## src/rtl/float_accum_sequencer.sv

```systemverilog
// rtl/float_accum_sequencer.sv - sequential float stream reduction driving an external adder
// Feeds each adder result back as Op1; a stalled adder is flagged and the rest of the stream drained.
module float_accum_sequencer #(
  parameter int TIMEOUT_CYCLES = 64,
  parameter int CNT_W          = 16
) (
  input  logic             Clock,
  input  logic             Reset,
  input  logic             InValid,
  output logic             InReady,
  input  logic [31:0]      InData,
  input  logic             InLast,
  output logic             OutValid,
  input  logic             OutReady,
  output logic [31:0]      OutData,
  output logic [CNT_W-1:0] OutCount,
  output logic             OutError,
  output logic [31:0]      AddOp1,
  output logic [31:0]      AddOp2,
  output logic             AddInValid,
  input  logic [31:0]      AddResult,
  input  logic             AddResultValid
);

  localparam logic [2:0] ST_IDLE  = 3'd0;
  localparam logic [2:0] ST_NEXT  = 3'd1;
  localparam logic [2:0] ST_ISSUE = 3'd2;
  localparam logic [2:0] ST_GUARD = 3'd3;
  localparam logic [2:0] ST_WAIT  = 3'd4;
  localparam logic [2:0] ST_DRAIN = 3'd5;
  localparam logic [2:0] ST_DONE  = 3'd6;

  localparam int                WAIT_W    = $clog2(TIMEOUT_CYCLES) + 1;
  localparam logic [WAIT_W-1:0] WAIT_LAST = WAIT_W'(TIMEOUT_CYCLES - 1);
  localparam logic [CNT_W-1:0]  CNT_MAX   = '1;

  logic [2:0]        state_q, state_d;
  logic [31:0]       acc_q, acc_d;
  logic [CNT_W-1:0]  count_q, count_d;
  logic              err_q, err_d;
  logic              last_q, last_d;
  logic [WAIT_W-1:0] wait_q, wait_d;
  logic [31:0]       op1_q, op1_d;
  logic [31:0]       op2_q, op2_d;

  logic             in_xfer;
  logic             out_xfer;
  logic [CNT_W-1:0] count_inc;

  // Held low during reset so nothing is taken while the block is being cleared.
  assign InReady    = !Reset && (state_q == ST_IDLE || state_q == ST_NEXT || state_q == ST_DRAIN);
  assign OutValid   = (state_q == ST_DONE);
  assign OutData    = acc_q;
  assign OutCount   = count_q;
  assign OutError   = err_q;
  assign AddOp1     = op1_q;
  assign AddOp2     = op2_q;
  assign AddInValid = (state_q == ST_ISSUE);

  assign in_xfer   = InValid && InReady;
  assign out_xfer  = OutValid && OutReady;
  assign count_inc = (count_q == CNT_MAX) ? count_q : count_q + 1'b1;

  always_comb begin
    state_d = state_q;
    acc_d   = acc_q;
    count_d = count_q;
    err_d   = err_q;
    last_d  = last_q;
    wait_d  = wait_q;
    op1_d   = op1_q;
    op2_d   = op2_q;
    case (state_q)
      ST_IDLE: begin
        if (in_xfer) begin
          acc_d   = InData;
          count_d = CNT_W'(1);
          err_d   = 1'b0;
          state_d = InLast ? ST_DONE : ST_NEXT;
        end
      end
      ST_NEXT: begin
        if (in_xfer) begin
          op1_d   = acc_q;
          op2_d   = InData;
          last_d  = InLast;
          count_d = count_inc;
          state_d = ST_ISSUE;
        end
      end
      ST_ISSUE: begin
        wait_d  = '0;
        state_d = ST_GUARD;
      end
      // The adder still shows the previous result's valid here; it is not ours yet.
      ST_GUARD: state_d = ST_WAIT;
      ST_WAIT: begin
        wait_d = wait_q + 1'b1;
        if (AddResultValid) begin
          acc_d   = AddResult;
          state_d = last_q ? ST_DONE : ST_NEXT;
        end else if (wait_q == WAIT_LAST) begin
          err_d   = 1'b1;
          state_d = last_q ? ST_DONE : ST_DRAIN;
        end
      end
      ST_DRAIN: begin
        if (in_xfer) begin
          count_d = count_inc;
          if (InLast) state_d = ST_DONE;
        end
      end
      ST_DONE: begin
        if (out_xfer) state_d = ST_IDLE;
      end
      default: state_d = ST_IDLE;
    endcase
  end

  always_ff @(posedge Clock) begin
    if (Reset) begin
      state_q <= ST_IDLE;
      acc_q   <= '0;
      count_q <= '0;
      err_q   <= 1'b0;
      last_q  <= 1'b0;
      wait_q  <= '0;
      op1_q   <= '0;
      op2_q   <= '0;
    end else begin
      state_q <= state_d;
      acc_q   <= acc_d;
      count_q <= count_d;
      err_q   <= err_d;
      last_q  <= last_d;
      wait_q  <= wait_d;
      op1_q   <= op1_d;
      op2_q   <= op2_d;
    end
  end

endmodule

```

## config.mk

```make
export PLATFORM = sky130hd
export DESIGN_NAME = float_accum_sequencer
export DESIGN_NICKNAME = d
export VERILOG_FILES = /design/src/rtl/float_accum_sequencer.sv
export SDC_FILE = /design/constraint.sdc
export NUM_CORES = 1
export LEC_CHECK = 0
export CAP_MARGIN = 20
export CORE_MARGIN = 2
export CORE_UTILIZATION = 30
export DETAILED_ROUTE_END_ITERATION = 7
export PLACE_DENSITY = 0.56
export REMOVE_ABC_BUFFERS = 1
export SLEW_MARGIN = 20
export SYNTH_ARGS = -nofsm -noshare
export SYNTH_HDL_FRONTEND = slang
export SYNTH_SLANG_ARGS = --single-unit
```

## constraint.sdc

```tcl
create_clock -name Clock -period 1.66 [get_ports Clock]
set_clock_uncertainty 0.1 [all_clocks]
set_input_delay 0.332 -clock Clock [delete_from_list [all_inputs] [get_ports Clock]]
set_output_delay 0.332 -clock Clock [all_outputs]
set_load 0.03 [all_outputs]
```

==> impl_metrics.py <==
metrics = {
    "global_route": {
        "antenna_found_initial": 0,
        "grt_use_total": 0.214,
        "grt_overflow": 0,
        "grt_pass1_vias": 5567,
        "grt_pass1_wl_um": 30300,
        "grt_max_degree": 81,
    },
    "layout": {
        "fin_nets": 1013,
        "layout-drive-gt1-share": 0.369,
        "n_antenna_cell": 0,
        "seq_area_um2": 2490,
        "final_common_cell": "nand2_1",
        "syn2layout_area_growth_pct": 92.8,
        "fillCellCount": 1462,
        "final_cell_mix": "nand2_1, dfxtp_1, dlygate4sd2_1",
        "multiInputGateArea_um2": 3380,
        "fin_util": 0.585,
    },
    "setup_path": {
        "worst_ep_arrival_time_ns": 1.54,
        "crit_chain": "buf_4 -> buf_6 -> nor2b_4 -> buf_6 -> and2_4 -> buf_6",
        "end_kind": "output port",
        "cp.required_ns": 1.23,
        "crit_family": "buffers and inverters",
        "crit_start": "state_q[0]",
        "critical_path_buf_inv_count": 4,
        "slowest_stage": "dfxtp_4",
        "cpMostUsedCell": "buf_6",
        "max_stage_delay_ns": 0.34,
        "worst-path-max-fanout": 4,
        "crit_type": "reg -> out",
        "critPathLaunchType": "register",
        "r2r_start": "state_q[0]",
    },
    "route": {
        "remaining_drc_errors": 0,
        "route.detailed.wl_per_inst_um": 18.5,
        "drtAntennaViolNets": 0,
        "via_per_inst": 5.10,
        "routed_wl_um": 21800,
        "num_vias": 6013,
        "dr.pass1.iters": 5,
        "drtIter0Drc": 335,
    },
    "die": {
        "dieArea_um2": 18400,
        "initial_utilization": 0.303,
        "row_count": 48,
        "die_w_um": 136,
        "die_y_um": 136,
        "coreArea_um2": 17100,
        "pin_count": 186,
    },
    "sta": {
        "finalSetupViolCount": 125,
        "worst_slack_ns": -0.309,
        "clock.fmax_ghz": 0.508,
        "max_slew_margin": 0.286,
        "period_share": 1.19,
        "hold_viol": 0,
        "min_period_ns": 1.97,
        "worst_pin_slew_ns": 1.07,
        "rsz0062_at_grt": "yes",
        "maxSlewViolCount": 0,
    },
    "synthesis": {
        "ys_seq_area_frac": 0.478,
        "ys.flop_type": "dfxtp_1",
        "synth_edf_count": 0,
        "synth_warnings": 0,
        "syn_area_um2": 5190,
        "synth.avg_cell_area_um2": 7.77,
        "synthesis.instances": 668,
        "async_reset_ff_frac": 0,
        "synth-seq-cells": 124,
        "ys_types": 42,
    },
    "run": {
        "maxCapViolations": 0,
    },
    "hold_path": {
        "hold_start": "Reset",
        "hold_class": "in -> reg",
    },
    "placement": {
        "port_buffers": 185,
        "dp_hpwl_um": 12000,
        "place_ws_ns": -0.698,
        "routabilityCongestion": 0.855,
    },
    "cts": {
        "clock_sinks": 124,
        "clockBufferDepth": 2,
        "hold_buffers": 0,
        "cts.clk_slew.worst_paths_ns": 0.06,
        "h-tree-depth": 4,
        "clkLatencyLatePin_ns": 0.42,
        "cts_tree": "yes",
        "cts-root-buf": "clkbuf_16",
        "cts-buffers-inserted": 17,
    },
    "run_status": {
        "status": "complete, but fails checks",
        "violations": "setup timing",
    },
    "power": {
        "power_density_nw_per_um2": 1400,
        "cellLeakagePower_nw": 4.00,
        "vdd_drop_max_v": 0.000830,
    },
}
-- cell type report --
cell class | count | area share
Tap cell | 225 | 0.0281
Timing Repair Buffer | 306 | 0.318
Inverter | 6 | 0.00275
Clock buffer | 20 | 0.0456
Clock inverter | 12 | 0.0186
Multi-Input combinational cell | 486 | 0.337
Sequential cell | 124 | 0.249
-- sequential cells by signal, indices dropped and copies added, names as in the netlist --
signal / cells
AddOp2: 32
wait_q: 7
OutError: 1
last_q: 1
state_q: 3
OutData: 32
OutCount: 16
AddOp1: 32
-- synthesized netlist by cell type, drive strengths merged, types with 3 or more instances --
cell / n / area, um^2
nand2: 221 / 830
dfxtp: 124 / 2480
a21oi: 76 / 380
nor2: 46 / 173
a311oi: 36 / 315
clkbuf: 32 / 120
buf: 21 / 100
nand2b: 14 / 87.6
mux2i: 11 / 110
nand3: 9 / 45.0
nor4: 9 / 56.3
a211oi: 8 / 60.1
inv: 6 / 22.5
or3: 5 / 31.3
or4: 5 / 37.5
and3: 4 / 25.0
nand4: 4 / 25.0
nor3: 4 / 20.0
and2: 3 / 18.8
o21ai: 3 / 15.0
-- worst register-to-register path: stages (launching register included) --
cell,delay (ns)
dfxtp_4,0.35
buf_6,0.09
buf_4,0.13
nand3b_1,0.20
buf_4,0.22
nor4_4,0.20
buf_4,0.22
a21oi_1,0.09
o221a_1,0.26
-- what timing repair did --
action / CTS / global route
pin swaps: 31 / 65
setup buffers: 22 / 15
gates resized for setup: 248 / 240
setup endpoints to repair: 239 / 147
cloned: 10 / 14
-- metrics by stage --
stage / setup TNS (ns) / cell area (um^2) / std cells / hold WS (ns) / total power [mW]
after global routing: -24.81 / 10000 / 1179 / 0.258 / 14.6
after CTS: -9.37 / 9210 / 1164 / 0.229 / 13.2
after floorplan: -335.64 / 4970 / 615 / 0.301 / 5.91
final: -18.00 / 10000 / 1179 / 0.247 / 14.0
after global placement: -55.83 / 7790 / 1100 / 0.342 / 8.02
after detailed placement: -58.04 / 7790 / 1100 / 0.346 / 8.08
-- path summary, 6_finish.rpt --
check | slack, ns | end | depth (start not counted)
min reg2reg | 0.35 | AddOp1[17] | 2
max reg2reg | -0.30 | OutCount[0] | 8
min | 0.25 | wait_q[5] | 3
max | -0.31 | OutValid | 6
-- where the power goes --
part           total (mW)  switching [mW]  internal [mW]  leakage (nW)
Clock                4.05            1.44           2.61         0.315
Sequential           3.75           0.349           3.40          1.01
Combinational        6.23            3.41           2.82          2.68
-- per-layer routing --
| metal | GRT usage | up-vias | routed length, um |
|---|---|---|---|
| li1 | - | 2864 | - |
| met1 | 0.259 | 2883 | 8720 |
| met2 | 0.361 | 214 | 11200 |
| met3 | 0.0490 | 52 | 1190 |
| met4 | 0.0990 | 0 | 727 |
| met5 | 0 | - | 0 |
-- logic make-up after synthesis --
group,after synthesis,share of synthesized area
simple gates,332,0.273
compound gates,140,0.177
flops,124,0.478
buf+inv,59,0.0467
mux,11,0.0212
fa+ha+maj,2,0.00482
Note: power is estimated with default switching activity, not from simulation.
